--- config.mk ---
export PLATFORM = sky130hd
export DESIGN_NAME = fifo_reader_serializer
export DESIGN_NICKNAME = d
export VERILOG_FILES = /design/src/rtl/fifo_reader_serializer.sv
export SDC_FILE = /design/constraint.sdc
export NUM_CORES = 1
export LEC_CHECK = 0
export CAP_MARGIN = 20
export CORE_ASPECT_RATIO = 1.4
export CORE_MARGIN = 1.5
export CORE_UTILIZATION = 53
export DETAILED_ROUTE_END_ITERATION = 7
export PLACE_DENSITY = 0.87
export SLEW_MARGIN = 40
export SYNTH_ARGS = -nofsm -noshare
export SYNTH_HDL_FRONTEND = slang
export SYNTH_SLANG_ARGS = --single-unit
--- constraint.sdc ---
create_clock -name clk -period 2.8 [get_ports clk]
set_input_delay 0.56 -clock clk [delete_from_list [all_inputs] [get_ports clk]]
set_output_delay 0.56 -clock clk [all_outputs]
set_load 0.005 [all_outputs]
--- src/rtl/fifo_reader_serializer.sv ---
// -----------------------------------------------------------------------------
// fifo_reader_serializer
//
// Drain engine for a first-word-fall-through FIFO. Whenever the FIFO reports
// data and fetching is enabled, one word is popped and shifted out MSB-first on
// a 1-bit valid/ready serial stream, followed by GAP_CYCLES idle cycles.
//
// Parameters
//   BITS        FIFO word width / serial frame length (>= 2)
//   GAP_CYCLES  idle cycles inserted after each word (>= 0)
//   CNT_WIDTH   width of the delivered-word counter
//
// Ports
//   clk         clock, rising edge
//   rst         synchronous reset, active high
//   enable      permits fetching new words
//   fifo_ready  FIFO has data (head word valid on fifo_data)
//   fifo_data   FIFO head word
//   fifo_read   one-cycle pop strobe to the FIFO
//   ser_data    current serial bit (0 when ser_valid=0)
//   ser_valid   ser_data is valid
//   ser_first   ser_data carries the MSB of a word
//   ser_ready   sink accepts the bit this cycle
//   busy        engine is not idle
//   word_count  words fully delivered, wraps silently
// -----------------------------------------------------------------------------
module fifo_reader_serializer #(
   parameter int BITS       = 12,
   parameter int GAP_CYCLES = 1,
   parameter int CNT_WIDTH  = 16
) (
   input  logic                 clk,
   input  logic                 rst,
   input  logic                 enable,
   input  logic                 fifo_ready,
   input  logic [BITS-1:0]      fifo_data,
   output logic                 fifo_read,
   output logic                 ser_data,
   output logic                 ser_valid,
   output logic                 ser_first,
   input  logic                 ser_ready,
   output logic                 busy,
   output logic [CNT_WIDTH-1:0] word_count
);

   localparam int BW = $clog2(BITS);
   localparam int GW = (GAP_CYCLES > 1) ? $clog2(GAP_CYCLES) : 1;

   localparam logic [BW-1:0] BIT_TOP = BW'(BITS - 1);
   localparam logic [GW-1:0] GAP_TOP = GW'((GAP_CYCLES > 0) ? GAP_CYCLES - 1 : 0);

   typedef enum logic [1:0] {
      ST_IDLE,
      ST_SHIFT,
      ST_GAP
   } state_e;

   state_e                 state_q,      state_d;
   logic [BITS-1:0]        shreg_q,      shreg_d;
   logic [BW-1:0]          bit_cnt_q,    bit_cnt_d;
   logic [GW-1:0]          gap_cnt_q,    gap_cnt_d;
   logic [CNT_WIDTH-1:0]   word_count_q, word_count_d;

   logic fetch;

   // A pop is only possible while idle; all other states ignore the FIFO side.
   assign fetch = (state_q == ST_IDLE) & enable & fifo_ready;

   // --------------------------------------------------------------------------
   // State register
   // --------------------------------------------------------------------------
   // NOTE: sequential state uses non-blocking assignments so every register
   // samples the pre-edge value of every other register.
   always_ff @(posedge clk) begin
      if (rst) begin
         state_q      <= ST_IDLE;
         shreg_q      <= '0;
         bit_cnt_q    <= '0;
         gap_cnt_q    <= '0;
         word_count_q <= '0;
      end else begin
         state_q      <= state_d;
         shreg_q      <= shreg_d;
         bit_cnt_q    <= bit_cnt_d;
         gap_cnt_q    <= gap_cnt_d;
         word_count_q <= word_count_d;
      end
   end

   // --------------------------------------------------------------------------
   // Next-state logic
   // --------------------------------------------------------------------------
   // NOTE: every _d signal is given its hold value first so no path through
   // the case statement can leave it unassigned and infer a latch.
   always_comb begin
      state_d      = state_q;
      shreg_d      = shreg_q;
      bit_cnt_d    = bit_cnt_q;
      gap_cnt_d    = gap_cnt_q;
      word_count_d = word_count_q;

      unique case (state_q)
         ST_IDLE: begin
            if (fetch) begin
               shreg_d   = fifo_data;
               bit_cnt_d = BIT_TOP;
               state_d   = ST_SHIFT;
            end
         end

         ST_SHIFT: begin
            if (ser_ready) begin
               shreg_d   = {shreg_q[BITS-2:0], 1'b0};
               bit_cnt_d = bit_cnt_q - BW'(1);
               // Last bit accepted: the word counts as delivered.
               if (bit_cnt_q == '0) begin
                  word_count_d = word_count_q + CNT_WIDTH'(1);
                  if (GAP_CYCLES > 0) begin
                     gap_cnt_d = GAP_TOP;
                     state_d   = ST_GAP;
                  end else begin
                     state_d   = ST_IDLE;
                  end
               end
            end
         end

         ST_GAP: begin
            if (gap_cnt_q == '0) begin
               state_d = ST_IDLE;
            end else begin
               gap_cnt_d = gap_cnt_q - GW'(1);
            end
         end

         default: begin
            state_d = ST_IDLE;
         end
      endcase
   end

   // --------------------------------------------------------------------------
   // Outputs
   // --------------------------------------------------------------------------
   // Reset is synchronous, so the registers still hold pre-reset values during
   // the reset cycle; the outputs are masked so the sink and FIFO see a quiet
   // interface for the whole time rst is high.
   always_comb begin
      fifo_read  = fetch & ~rst;
      ser_valid  = (state_q == ST_SHIFT) & ~rst;
      ser_data   = ser_valid & shreg_q[BITS-1];
      ser_first  = ser_valid & (bit_cnt_q == BIT_TOP);
      busy       = (state_q != ST_IDLE) & ~rst;
      word_count = rst ? '0 : word_count_q;
   end

endmodule

Yosys cells after proc, flatten, opt, wreduce, memory -nomap -nowiden. Cells that the tools add are included.

Reduce and logical (&&, ||, !) cells: 9. Muxes and demuxes: 16. Equality and inequality tests: 7. Bitwise operators: 8. Add/subtract/negate cells: 3.

Operator list (number): $mux 12 (2); $pmux 12 s2 (1); $add 16x1->16 const B (1); $mux 16 (1); $reduce_and 3->1 (3); $mux 2 (4); $mux 4 (2); $ne 2x2->1 const B (4); $pmux 4 s2 (1); $and 1x1->1 (7); $pmux 2 s3 (1); $reduce_bool 2->1 (3); $eq 4x4->1 const B (1); $logic_not 4->1 (1); $reduce_and 4->1 (1); $sub 4x1->4 const B (1); $mux 1 (3); $eq 2x1->1 const B (1); $eq 2x2->1 const B (1); $logic_not 2->1 (1); $pmux 1 s2 (1); $not 1->1 (1); $sub 1x1->1 const B (1).

Output and inout port bits: 21. Bits of input ports: 17. Bits in registers: 35. Word-level logic and storage cells: 48.

Longest topological paths before layout.
Depth after elaboration: 5. Mapped depth: 7. Depth with buffers taken out: 6.

Worst setup path before layout. OpenSTA, ideal clock, no wires.

Kind: flip-flop to flip-flop. Start: reg bit_cnt_q[0]. End: reg word_count_q[14]. Path slack: 0.927 ns. Clock period less this slack: 1.873 ns. Required time: 2.679 ns. Path buffers: 1. Library setup time: 0.121 ns. Stages on the path, launching flop included: 8. Data arrival time: 1.752 ns. Cell sequence: dfxtp_1 inv_1 ha_1 nor4bb_1 clkbuf_1 nand2_1 nor4_1 mux2_2.

Longest elaborated chain between the ends: 2.

RTL lines: start: declaration (RTL line 60) `logic [BW-1:0] bit_cnt_q, bit_cnt_d;`; start signal: assignment (RTL line 84) `bit_cnt_q <= bit_cnt_d;`; $logic_not 4->1 (RTL line 116) `if (bit_cnt_q == '0) begin`; $reduce_and 3->1 (no source line); end signal: assignment (RTL line 86) `word_count_q <= word_count_d;`; end: declaration (RTL line 62) `logic [CNT_WIDTH-1:0] word_count_q, word_count_d;`.

Every way passes these cells. A chain may end at the register's enable or synchronous reset.

Final worst setup path.
Start: in fifo_ready. End: out fifo_read.

Longest elaborated chain between the ends: 2.

RTL lines: start: declaration (RTL line 35) `input logic fifo_ready,`; $and 1x1->1 (RTL line 67) `assign fetch = (state_q == ST_IDLE) & enable & fifo_ready;`; $and 1x1->1 (RTL line 149) `fifo_read = fetch & ~rst;`; end: declaration (RTL line 37) `output logic fifo_read,`.

Every way passes these cells.

==> results.yml <==
run_status:
  run_status: "finished clean"
floorplanning:
  io_pins: 38
  start_util_pct: 56.6
  die_w_microns: 50.3
  die_h_microns: 69.3
  fp.coreArea_sq_um: 2940
  rows: 23
  die_area_sq_um: 3480
detailed_routing:
  wl_per_cell_microns: 12.2
  drt_iter0_markers: 37
  drc: 0
  routed_wl_mm: 3.40
  post_drt_via_cell_ratio: 5.43
  num_vias: 1514
  drtAntennaViolNets: 0
  drt_pass1_iterations: 4
sta:
  fmax_ghz: 0.387
  final.setup.tns_ns: 0
  maxSlewViolCount: 0
  max_slew.worst_pin.slew_ns: 0.418
  setup_viol: 0
  layout_min_cycle_time_ns: 2.59
  maxSlewHeadroom_pct: 72.1
  period_share_pct: 92.4
  skew_ns: 0.00705
  finalHoldViolCount: 0
  rsz0062_at_grt: "false"
clock_network:
  numClockSinks: 34
  cts_tree: "done"
  post_cts_resize_count: 0
  clock_latency_ns: 0.28
  clockBufferDepth: 2
  clkTransAtPathRegs_ns: 0.07
  numCtsBuffers: 5
  clock-root-buffer: "clkbuf_8"
  postCtsHoldBufs: 0
  cts_max_level: 2
  postCtsSetupBuffers: 0
critical_path:
  critical_path_arrival_ns: 2.03
  regToRegSetupSlack_ns: 0.79
  r2r_cells: 6
  cp_max_fo: 5
  rr_startpoint: "bit_cnt_q[0]"
  critPathKind: "in -> out"
  start_kind: "input pin"
  endpoint_kind: "output pin"
  r2r_end: "word_count_q[14]"
  critPathRequiredTime_ns: 2.24
  startpoint: "fifo_ready"
global_route:
  grt_max_degree: 25
  overflow: 0
  grt_pass1_vias: 1466
  grt_usage_pct: 22.5
  antenna_found_initial: 0
  grt_pass1_wl_mm: 6.22
cells_and_area:
  fin_cells: 279
  fill_cells: 239
  syn2layout_area_growth_pct: 29.8
  drive_above_1_share_pct: 8.68
  multi_input_area_sq_um: 897
  post-route-util_pct: 73.5
  antenna_cells: 0
  layout.nets: 261
  register_area_sq_um: 681
logic_synthesis:
  synth_top_area_share_pct: 41.0
  synth_area_leaders: "dfxtp_1 41%, nor2_1 7.2%, nand2_1 6.8%"
  synth_top_family_by_area: "simple AND/OR/NAND/NOR gates"
  synth_cells: 203
  synth_xor_area_share_pct: 4.22
  synthesis.area_sq_um: 1660
  yosys_warnings: 0
  synth-seq-cells: 34
  syn_nets: 223
  synth_mux_area_share_pct: 3.39
  ys_seq_area_share_pct: 41.0
  synth-adder-area-share_pct: 2.26
  synth_compound_area_share_pct: 10.0
  yosysTopAreaCell: "dfxtp_1"
  synth-simple-area-share_pct: 34.1
  syn_area_per_cell_sq_um: 8.19
  ys_types: 39
min_path:
  min-delay-start: "shreg_q[9]"
  hold-path-endpoint: "shreg_q[10]"
  min-delay-path-class: "reg -> reg"
  hold_depth: 2
run:
  cap_violations: 0
power_and_ir_drop:
  power.density_nw_per_um2: 482
  leakagePower_nw: 0.813
  ir_drop_mv: 0.449
place:
  gp_congestion: 0.840
  dpl.cell_count: 271
  io_buffers: 37
  hpwlAfterDp_mm: 2.44
[layer usage]
| metal | global-route usage [%] | wire length, microns |
|---|---|---|
| met1 | 27.1 | 1530 |
| met2 | 37.4 | 1730 |
| met3 | 4.74 | 114 |
| met5 | 0 | 0 |
| met4 | 10.5 | 17 |
[cell type report]
class | instances | area share [%]
timing repair buffer | 44 | 19.6
inverter | 5 | 0.870
clock inverter | 1 | 0.232
tap | 37 | 2.15
multi-input combinational | 151 | 41.6
clock buffer | 7 | 4.00
sequential | 34 | 31.6
[worst max path at each step]
stage,cells past startpoint,end,slack [ns]
after detailed placement,4,fifo_read,0.21
after global routing,3,ser_first,0.15
after CTS,4,fifo_read,0.20
after floorplan,7,word_count_q[14],0.93
final,4,fifo_read,0.21
after global placement,4,fifo_read,0.21
[synthesized netlist by cell type, drive strengths merged]
cell type / n
clkbuf: 9
or2: 1
mux2: 5
and4b: 1
nand3: 8
and2: 1
nor4b: 1
nand4: 2
or3: 3
and4: 1
and3: 1
o21ai: 3
buf: 4
xor2: 7
a22oi: 1
a21o: 1
a221oi: 1
a211oi: 1
ha: 3
nand4bb: 1
or4: 2
nor2b: 15
a311oi: 12
nand2: 30
nor2: 32
and4bb: 1
nor4bb: 1
a21oi: 3
dfxtp: 34
nor3: 7
nor4: 2
nand2b: 2
and3b: 1
inv: 5
xnor2: 1
[critical path: stages]
cell and delay, ns:
clkdlybuf4s50_1 0.45, and4bb_2 0.28, nor2b_1 0.21, clkdlybuf4s50_1 0.53
[registers in the layout, summed over array words and instances, names as in the netlist]
signal	cells
state_q	2
shreg_q	12
word_count_q	16
bit_cnt_q	4
[cell families after synthesis]
logic type	Yosys count
compound gates	22
simple gates	113
fa+ha+maj	3
buf+inv	18
mux	5
flops	34
xor+xnor	8
[power by group]
| part | leakage [nW] | total, mW | internal (mW) | switching, mW |
|---|---|---|---|---|
| logic | 0.487 | 0.145 | 0.0699 | 0.0750 |
| clock network | 0.0482 | 0.369 | 0.198 | 0.171 |
| registers | 0.277 | 0.527 | 0.509 | 0.0177 |
[cells in the final DEF, fill, tap and decap left out, drive strengths merged, types with 5 or more instances in the layout]
cell type / n
mux2: 5
dfxtp: 34
inv: 5
nor2b: 15
xor2: 7
nor2: 32
clkbuf: 7
nor3: 7
nand3: 8
clkdlybuf4s50: 37
buf: 7
a311oi: 12
nand2: 30
[stage by stage]
step	worst slack (ns)	cell area [sq um]	total power, mW	hold slack (ns)
finish	0.214	2160	1.04	0.476
global route	0.146	2160	1.10	0.511
CTS	0.202	2160	1.05	0.481
detailed placement	0.208	2070	0.681	0.472
global placement	0.208	2070	0.676	0.461
floorplan	0.927	1660	0.626	0.455
Power figures use the tool's default switching activity.
